[src/rtl/cpu_pkg.sv]
// Shared CPU definitions for the write-back path: widths, MEM/WB control word
// bit positions, the arbiter state encoding and the MDU result FIFO payload.
package cpu_pkg;

  localparam int unsigned XLEN   = 32;
  localparam int unsigned REG_AW = 5;

  // Bit positions inside the 2-bit MEM/WB control word
  localparam int unsigned WB_REGWRITE = 1;
  localparam int unsigned WB_MEMTOREG = 0;

  localparam logic [REG_AW-1:0] REG_ZERO = 5'd0;

  typedef logic [1:0] wb_ctrl_t;

  typedef enum logic {
    ARB   = 1'b0,
    DRAIN = 1'b1
  } arb_state_t;

  typedef struct packed {
    logic [REG_AW-1:0] dest;
    logic [XLEN-1:0]   data;
  } mdu_entry_t;

endpackage

[src/rtl/mux2_32.sv]
// Generic 32-bit 2:1 multiplexer.
//   sel : 0 selects d0, 1 selects d1
//   d0  : input 0
//   d1  : input 1
//   y   : selected value
module mux2_32 (
  input  logic        sel,
  input  logic [31:0] d0,
  input  logic [31:0] d1,
  output logic [31:0] y
);

  assign y = sel ? d1 : d0;

endmodule

[src/rtl/wb_result_fifo.sv]
// Small FIFO buffering MDU results until they win the register-file port.
//   clk, reset : clock, synchronous active-high reset (drops all entries)
//   push       : store push_entry (ignored when full)
//   push_entry : {dest, data} to store
//   pop        : discard the head entry (ignored when empty)
//   head       : oldest stored entry, valid when !empty
//   full/empty : occupancy flags
module wb_result_fifo
  import cpu_pkg::*;
#(
  parameter int unsigned DEPTH = 2
) (
  input  logic       clk,
  input  logic       reset,
  input  logic       push,
  input  mdu_entry_t push_entry,
  input  logic       pop,
  output mdu_entry_t head,
  output logic       full,
  output logic       empty
);

  localparam int unsigned AW = $clog2(DEPTH);
  localparam int unsigned CW = AW + 1;

  mdu_entry_t    mem [DEPTH];
  logic [AW-1:0] wr_ptr;
  logic [AW-1:0] rd_ptr;
  logic [CW-1:0] count;
  logic          do_push;
  logic          do_pop;

  assign do_push = push && !full;
  assign do_pop  = pop && !empty;

  // Pointers wrap naturally because DEPTH is a power of two
  always_ff @(posedge clk) begin
    if (reset) begin
      wr_ptr <= '0;
      rd_ptr <= '0;
      count  <= '0;
    end else begin
      if (do_push) wr_ptr <= wr_ptr + AW'(1);
      if (do_pop)  rd_ptr <= rd_ptr + AW'(1);
      if (do_push && !do_pop)      count <= count + CW'(1);
      else if (do_pop && !do_push) count <= count - CW'(1);
    end
  end

  // Storage carries no reset; occupancy is tracked by count
  always_ff @(posedge clk) begin
    if (do_push) mem[wr_ptr] <= push_entry;
  end

  assign head  = mem[rd_ptr];
  assign full  = (count == CW'(DEPTH));
  assign empty = (count == '0);

endmodule

[src/rtl/wb_port_arbiter.sv]
// Shares the single register-file write port between pipeline write-back and
// buffered MDU results. The pipeline always wins; after STARVE_LIMIT
// consecutive MDU losses pipe_stall is raised until a pipeline bubble lets
// the MDU head through.
//   clk, reset      : clock, synchronous active-high reset
//   pipe_wb_ctrl    : {RegWrite, MemtoReg}
//   pipe_read_data  : load data (MemtoReg=1)
//   pipe_alu_result : ALU result (MemtoReg=0)
//   pipe_dest       : pipeline destination register
//   mdu_valid/dest/result : MDU result offer
//   mdu_ready       : FIFO not full (combinational from state)
//   pipe_stall      : upstream must insert WB bubbles
//   rf_we/waddr/wdata : registered register-file write port
module wb_port_arbiter
  import cpu_pkg::*;
#(
  parameter int unsigned DEPTH        = 2,
  parameter int unsigned STARVE_LIMIT = 4
) (
  input  logic        clk,
  input  logic        reset,
  input  logic [1:0]  pipe_wb_ctrl,
  input  logic [31:0] pipe_read_data,
  input  logic [31:0] pipe_alu_result,
  input  logic [4:0]  pipe_dest,
  input  logic        mdu_valid,
  input  logic [4:0]  mdu_dest,
  input  logic [31:0] mdu_result,
  output logic        mdu_ready,
  output logic        pipe_stall,
  output logic        rf_we,
  output logic [4:0]  rf_waddr,
  output logic [31:0] rf_wdata
);

  localparam int unsigned SCW = $clog2(STARVE_LIMIT + 1);
  localparam logic [SCW-1:0] STARVE_MAX = SCW'(STARVE_LIMIT);

  wb_ctrl_t    wb_ctrl;
  arb_state_t  state_q;
  arb_state_t  state_d;
  logic [SCW-1:0] starve_cnt;
  logic [SCW-1:0] starve_cnt_d;

  logic        pipe_req;
  logic        mdu_req;
  logic        grant_pipe;
  logic        grant_mdu;
  logic        starve_hit;
  logic [31:0] pipe_data;

  logic        fifo_push;
  logic        fifo_full;
  logic        fifo_empty;
  mdu_entry_t  fifo_in;
  mdu_entry_t  fifo_head;

  logic        rf_we_d;
  logic [4:0]  rf_waddr_d;
  logic [31:0] rf_wdata_d;
  logic        pipe_stall_d;

  assign wb_ctrl = pipe_wb_ctrl;

  mux2_32 u_pipe_sel (
    .sel (wb_ctrl[WB_MEMTOREG]),
    .d0  (pipe_alu_result),
    .d1  (pipe_read_data),
    .y   (pipe_data)
  );

  // Writes to x0 from the MDU are dropped at the door
  assign mdu_ready = !fifo_full;
  assign fifo_push = mdu_valid && mdu_ready && (mdu_dest != REG_ZERO);
  assign fifo_in   = '{dest: mdu_dest, data: mdu_result};

  wb_result_fifo #(
    .DEPTH (DEPTH)
  ) u_fifo (
    .clk        (clk),
    .reset      (reset),
    .push       (fifo_push),
    .push_entry (fifo_in),
    .pop        (grant_mdu),
    .head       (fifo_head),
    .full       (fifo_full),
    .empty      (fifo_empty)
  );

  assign pipe_req = wb_ctrl[WB_REGWRITE] && (pipe_dest != REG_ZERO);
  assign mdu_req  = !fifo_empty;

  // This cycle is the STARVE_LIMIT-th consecutive MDU loss
  assign starve_hit = pipe_req && mdu_req && (starve_cnt >= STARVE_MAX - SCW'(1));

  // State register
  always_ff @(posedge clk) begin
    if (reset) state_q <= ARB;
    else       state_q <= state_d;
  end

  // Next-state logic
  always_comb begin
    state_d = state_q;
    case (state_q)
      ARB:   if (starve_hit) state_d = DRAIN;
      DRAIN: if (!pipe_req || !mdu_req) state_d = ARB;
    endcase
  end

  // Grant, starvation counter and write-port next values
  always_comb begin
    grant_pipe   = 1'b0;
    grant_mdu    = 1'b0;
    starve_cnt_d = starve_cnt;
    rf_we_d      = 1'b0;
    rf_waddr_d   = rf_waddr;
    rf_wdata_d   = rf_wdata;
    pipe_stall_d = 1'b0;

    grant_pipe = pipe_req;
    grant_mdu  = !pipe_req && mdu_req;

    if (grant_pipe) begin
      rf_we_d    = 1'b1;
      rf_waddr_d = pipe_dest;
      rf_wdata_d = pipe_data;
    end else if (grant_mdu) begin
      rf_we_d    = 1'b1;
      rf_waddr_d = fifo_head.dest;
      rf_wdata_d = fifo_head.data;
    end

    if (grant_mdu) begin
      starve_cnt_d = '0;
    end else if (pipe_req && mdu_req && (starve_cnt != STARVE_MAX)) begin
      starve_cnt_d = starve_cnt + SCW'(1);
    end

    pipe_stall_d = (state_d == DRAIN);
  end

  // Output and counter registers
  always_ff @(posedge clk) begin
    if (reset) begin
      starve_cnt <= '0;
      rf_we      <= 1'b0;
      rf_waddr   <= '0;
      rf_wdata   <= '0;
      pipe_stall <= 1'b0;
    end else begin
      starve_cnt <= starve_cnt_d;
      rf_we      <= rf_we_d;
      rf_waddr   <= rf_waddr_d;
      rf_wdata   <= rf_wdata_d;
      pipe_stall <= pipe_stall_d;
    end
  end

endmodule

[config.mk]
export PLATFORM = sky130hd
export DESIGN_NAME = wb_port_arbiter
export DESIGN_NICKNAME = d
export VERILOG_FILES = /design/src/rtl/cpu_pkg.sv /design/src/rtl/mux2_32.sv /design/src/rtl/wb_result_fifo.sv /design/src/rtl/wb_port_arbiter.sv
export SDC_FILE = /design/constraint.sdc
export NUM_CORES = 1
export LEC_CHECK = 0
export BUFFER_PORTS_ARGS = -buffer_cell sky130_fd_sc_hd__clkbuf_2
export CAP_MARGIN = 5
export CELL_PAD_IN_SITES_DETAIL_PLACEMENT = 0
export CELL_PAD_IN_SITES_GLOBAL_PLACEMENT = 1
export CORE_UTILIZATION = 40
export DETAILED_ROUTE_END_ITERATION = 8
export GPL_ROUTABILITY_DRIVEN = 0
export PLACE_DENSITY_LB_ADDON = 0.1
export SETUP_SLACK_MARGIN = 0.1
export SYNTH_ARGS = -nofsm -noshare
export SYNTH_HDL_FRONTEND = slang
export SYNTH_SLANG_ARGS = --single-unit
[constraint.sdc]
create_clock -name clk -period 2.9 [get_ports clk]
set_input_delay 0.29 -clock clk [delete_from_list [all_inputs] [get_ports clk]]
set_output_delay 0.29 -clock clk [all_outputs]
set_load 0.01 [all_outputs]
==> results.sh, run 1 <==
export IMPL_status="finished, final reports clean"
export IMPL_path_max_fanout=21
export IMPL_dr_pass1_iters=4
export IMPL_worst_skew_pair_late_latency_ps=410
export IMPL_syn_num_nets=529
export IMPL_finalCritPeriodShare_pct=69.9
export IMPL_rsz0062_at_grt="no"
export IMPL_area_growth_synth_to_final_pct=30.1
export IMPL_rows=40
export IMPL_start_util_pct=41.6
export IMPL_cts_root_buf="clkbuf_16"
export IMPL_overflow=0
export IMPL_synth_area_leaders="edfxtp_1 (44%), dfxtp_1 (19%), mux2i_1 (7.3%)"
export IMPL_detailed_place_hpwl_um=7510
export IMPL_numCtsBuffers=17
export IMPL_worst_setup_path_type="reg -> reg"
export IMPL_antenna_cells=0
export IMPL_die_h_um=114
export IMPL_hold_viol=0
export IMPL_layout_nets=677
export IMPL_routed_via_density=4.99
export IMPL_tritoncts="done"
export IMPL_synth_common_cells="nand2_1 (77), edfxtp_1 (74), dfxtp_1 (47), a21oi_1 (41), o211ai_1 (38)"
export IMPL_crit_path_cell_trace="nand2b_1 > o211ai_1 > buf_4 > nor2_4 > buf_4"
export IMPL_synth_cell_type_count=29
export IMPL_dp_cells=711
export IMPL_grt_first_pass_wirelength_um=18100
export IMPL_crit_buf_inv=2
export IMPL_cts_setup_buffers=0
export IMPL_clock_path_buffers=2
export IMPL_synth_top_cell_area_share_pct=43.9
export IMPL_dp_worst_setup_slack_ps=647
export IMPL_io_buffers=150
export IMPL_track_usage_pct=18.3
export IMPL_cp_end_kind="register"
export IMPL_yosysWarnings=0
export IMPL_synthArstFlopShare_pct=0
export IMPL_dieWidth_um=114
export IMPL_setup_violations=0
export IMPL_yosys_most_used_dff="edfxtp_1"
export IMPL_vias=3707
export IMPL_p_leak_nw=2.60
export IMPL_cp_arrival_ps=2110
export IMPL_finalWorstSetupSlack_ps=873
export IMPL_yosysTopAreaCell="edfxtp_1"
export IMPL_start_kind="register"
export IMPL_synth_seq_cells=121
export IMPL_cp_top_family="simple AND/OR/NAND/NOR gates"
export IMPL_tightestPinTransition_ps=878
export IMPL_multiInputGateArea_um2=1760
export IMPL_netlist_area_um2=5060
export IMPL_cts_resized=0
export IMPL_wl_um=11400
export IMPL_ant_nets=0
export IMPL_drc=0
export IMPL_clock_skew_ps=8.03
export IMPL_htreeDepth=4
export IMPL_cellPowerDensity_nw_per_um2=867
export IMPL_antenna_found_initial=0
export IMPL_die_area_um2=13100
export IMPL_synth_edf_count=74
export IMPL_fmax_ghz=0.493
export IMPL_path_clk_slew_ps=60
export IMPL_routedWlPerCell_um=15.3
export IMPL_regArea_um2=3160
export IMPL_cts_hold_fix_buffers=0
export IMPL_post_route_min_period_ps=2030
export IMPL_synthCells=414
export IMPL_slowest_delay_ps=500
export IMPL_core_area_um2=12200
export IMPL_drt_iter0_drc=109
export IMPL_grt_pass1_vias=3693
export IMPL_instances_no_fill=743
export IMPL_relSlewSlack_pct=41.5
export IMPL_seq_area_frac_synth_pct=62.6
export IMPL_maxSlewViolCount=0
export IMPL_hp_class="in -> reg"
export IMPL_io_pins=151
export IMPL_numClockSinks=121
export IMPL_holdWs_ps=73.3
export IMPL_avgSynthCellArea_um2=12.2
export IMPL_finalSetupTns_ps=0
export IMPL_cp_common_cell="buf_4"
export IMPL_final_layout_size_suffix_gt1_share_pct=39.3
export IMPL_cp_slowest_cell="nor2_4"
export IMPL_maxCapViolCount=0
export IMPL_ir_worst_vdd_v=0.000302
export IMPL_grt_max_degree=43
export IMPL_fillers=1096
export IMPL_required_ps=2990
export IMPL_yosysMostFrequentCell="nand2_1"
==> stage by stage <==
step / utilization (%) / total power [W] / instance area (um^2)
final: 54.1 / 0.00570 / 6580
after global routing: 54.1 / 0.00600 / 6580
after CTS: 54.1 / 0.00577 / 6580
after detailed placement: 49.2 / 0.00365 / 5980
after global placement: 49.2 / 0.00362 / 5980
after floorplan: - / 0.00320 / 5060
==> path summary, 6_finish.rpt <==
| check | startpoint | end | slack (ps) | cells after the start |
|---|---|---|---|---|
| worst min-delay path | mdu_result[18] | u_fifo.mem[1][18] | 70 | 1 |
| worst min register to register | pipe_stall | pipe_stall | 510 | 2 |
| worst max register to register | u_fifo.count[0] | u_fifo.mem[1][23] | 870 | 5 |
| worst max-delay path | u_fifo.count[0] | u_fifo.mem[1][23] | 870 | 5 |
==> cell type report <==
cell class / count / area share, %
tap: 168 / 3.20
clock buffer: 19 / 6.73
multi-input combinational: 258 / 26.8
clock inverter: 13 / 2.32
sequential: 121 / 48.1
inverter: 6 / 0.342
timing repair buffer: 158 / 12.5
==> cells by family (layout without fill, tap and decap cells) <==
kind of cell             Yosys count  in the layout  share of synthesized area [%]
buffers and inverters             35            196                           3.09
flip-flops                       121            121                           62.6
XOR/XNOR                           3              3                          0.520
AND/OR/NAND/NOR                   93             93                           7.42
adder cells (fa/ha/maj)            4              4                          0.990
multiplexers                      69             69                           14.5
AO/OA/AOI/OAI                     89             89                           11.0
==> cells in the final DEF (no fill, tap or decap), drive strengths merged <==
master and count:
ha 4, nand2 77, inv 6, or3 3, a21oi 41, edfxtp 74
o32ai 1, bufinv 3, clkinv 6, o21a 1, nor2 8, xnor2 1
o22ai 2, o211ai 38, a31oi 1, or4 2, xor2 2, dfxtp 47
buf 8, nand2b 2, a2111oi 1, or2 1, clkbuf 169, clkinvlp 4
mux2i 37, mux2 32, o21ai 4
==> report_power, final <==
part,internal [W],leakage [nW],switching [W]
registers,0.00214,1.08,0.000112
logic,0.000529,1.24,0.000817
clock network,0.00136,0.282,0.000738
total,0.00403,2.60,0.00167
==> layer usage <==
metal  wire (um)  vias up  GRT usage, %
li1            -     1820             -
met1        5110     1742          22.6
met4          89        0          5.97
met5           0        -             0
met2        5390      138          30.3
met3         786        7          5.88
==> sequential cells by signal, indices dropped and copies added, names as in the netlist, named ones only <==
name and flops:
rf_we 1, u_fifo.wr_ptr 1, u_fifo.mem 74, u_fifo.count 2
rf_wdata 32, u_fifo.rd_ptr 1, rf_waddr 5, pipe_stall 1
starve_cnt 3
(Power assumes the default switching activity.)
==> run 2: changes to the inputs <==
Settings changed: CORE_UTILIZATION 40 to 36.
Clock period 2.9 ns to 1.7 ns, I/O delays scaled along.
==> results.sh, run 2 (synthesis gave the netlist of run 1 again) <==
export IMPL_dieWidth_um=121
export IMPL_rows=42
export IMPL_ir_worst_vdd_v=0.000818
export IMPL_clock_path_buffers=2
export IMPL_cellPowerDensity_nw_per_um2=1400
export IMPL_dp_cells=737
export IMPL_layout_nets=743
export IMPL_drt_iter0_drc=153
export IMPL_clock_skew_ps=6.75
export IMPL_core_area_um2=13500
export IMPL_wl_um=12700
export IMPL_io_buffers=150
export IMPL_required_ps=1990
export IMPL_p_leak_nw=2.95
export IMPL_antenna_cells=0
export IMPL_hold_depth=3
export IMPL_vias=3966
export IMPL_finalSetupTns_ps=0
export IMPL_rsz0062_at_grt="yes"
export IMPL_rr_worst_depth=8
export IMPL_htreeDepth=4
export IMPL_cts_root_buf="clkbuf_16"
export IMPL_ant_nets=0
export IMPL_path_max_fanout=2
export IMPL_holdWs_ps=58.7
export IMPL_critical_path_startpoint="pipe_dest[0]"
export IMPL_tritoncts="done"
export IMPL_fillers=1218
export IMPL_hold_start="pipe_dest[4]"
export IMPL_io_pins=151
export IMPL_tightestPinTransition_ps=404
export IMPL_reg2reg_from="u_fifo.count[1]"
export IMPL_largest_register_ffs=74
export IMPL_antenna_found_initial=0
export IMPL_setup_violations=0
export IMPL_hp_class="in -> reg"
export IMPL_total_power_w=0.0103
export IMPL_numCtsBuffers=17
export IMPL_regMostFlops="u_fifo.mem"
export IMPL_fmax_ghz=0.633
export IMPL_die_h_um=121
export IMPL_area_growth_synth_to_final_pct=45.0
export IMPL_final_layout_size_suffix_gt1_share_pct=40.4
export IMPL_layout_common_cells="clkbuf_2 (150), nand2_1 (77), edfxtp_1 (74)"
export IMPL_min_to="rf_waddr[4]"
export IMPL_netSwitchingPower_w=0.00292
export IMPL_start_kind="input port"
export IMPL_die_area_um2=14500
export IMPL_hold_viol=0
export IMPL_finalCritPeriodShare_pct=92.9
export IMPL_grt_pass1_vias=3906
export IMPL_overflow=0
export IMPL_numClockSinks=121
export IMPL_top_regs="u_fifo.mem (74), rf_wdata (32), rf_waddr (5)"
export IMPL_final_common_cell="clkbuf_2"
export IMPL_dr_pass1_iters=4
export IMPL_relSlewSlack_pct=72.3
export IMPL_post_route_min_period_ps=1580
export IMPL_reg2reg_setup_slack_ps=140
export IMPL_routedWlPerCell_um=15.5
export IMPL_track_usage_pct=18.3
export IMPL_worst_skew_pair_late_latency_ps=410
export IMPL_instances_no_fill=817
export IMPL_switching_share_pct=28.4
export IMPL_grt_max_degree=41
export IMPL_cp_end_kind="register"
export IMPL_finish_utilization_pct=54.5
export IMPL_start_util_pct=37.6
export IMPL_path_clk_slew_ps=50
export IMPL_routed_via_density=4.85
export IMPL_cp_arrival_ps=1870
export IMPL_status="finished, final reports clean"
export IMPL_comb_power_share_pct=27.2
export IMPL_drc=0
export IMPL_maxSlewViolCount=0
export IMPL_p_int_w=0.00734
export IMPL_r2r_end="u_fifo.count[1]"
export IMPL_worst_setup_path_type="in -> reg"
export IMPL_maxCapViolCount=0
export IMPL_grt_first_pass_wirelength_um=19700
export IMPL_clockPowerShare_pct=35.4
export IMPL_p_seq_share_pct=37.4
export IMPL_detailed_place_hpwl_um=8010
## run 2: cell count changes in the layout (fill, tap and decap cells not counted), sizes merged
cell         previous run  this run
nor2                    8        10
dlygate4sd3             0        38
clkinvlp                4         0
buf                     8        34
clkbuf                169       173
## run 2: final cells by class
type / count / area (um^2) / area share [%]
flip-flops and latches: 121 / 3170 / 43.2
well taps: 176 / 220 / 3.00
clock buffers: 23 / 488 / 6.66
repair buffers: 222 / 1510 / 20.6
multi-input cells: 260 / 1800 / 24.6
clock inverters: 9 / 119 / 1.62
inverters: 6 / 22.5 / 0.307
## run 2: power groups by stage
| stage | clock [W] | combinational, W | sequential, W |
|---|---|---|---|
| after floorplan | 0 | 0.00154 | 0.00395 |
| after global placement | 0 | 0.00252 | 0.00388 |
| after detailed placement | 0 | 0.00253 | 0.00390 |
| after CTS | 0.00370 | 0.00282 | 0.00384 |
| after global routing | 0.00385 | 0.00310 | 0.00388 |
| final | 0.00363 | 0.00279 | 0.00384 |
## run 2: worst max-delay path: stages
cell and delay, ps:
clkbuf_2 90, or4_4 530, o21a_1 220, nor2_2 100, inv_1 50, ha_2 250
buf_4 140, o21ai_0 220, a21oi_2 80
## run 2: layer usage
metal  vias up  GRT usage, %  share of wire, %
li1       1953             -                 -
met4         0          5.56              0.91
met1      1871          22.2                44
met2       132          30.8                49
met5         -             0                 0
met3        10          5.80               6.0
## run 2: worst max-delay path by stage
stage / cells after the start / slack [ps] / to
finish: 9 / 120 / u_fifo.count[1]
global route: 8 / 50 / u_fifo.count[1]
CTS: 9 / 100 / u_fifo.count[1]
detailed placement: 9 / -350 / u_fifo.count[1]
global placement: 9 / -320 / u_fifo.count[1]
floorplan: 6 / -380 / u_fifo.count[1]
## run 2: through the flow
step	worst slack, ps	cell area, um^2
finish	121	7330
CTS	99.8	7310
global placement	-322	6170
floorplan	-383	5080
detailed placement	-355	6170
global route	52.8	7330
## run 2: timing repair
item | CTS | global route
gates resized for setup | 3 | 3
gates cloned | 2 | 0
buffers inserted | 7 | 1
endpoints found under the setup margin | 75 | 2
pin swaps | 8 | 3
hold endpoints to repair | 74 | 0
hold buffers | 38 | 0
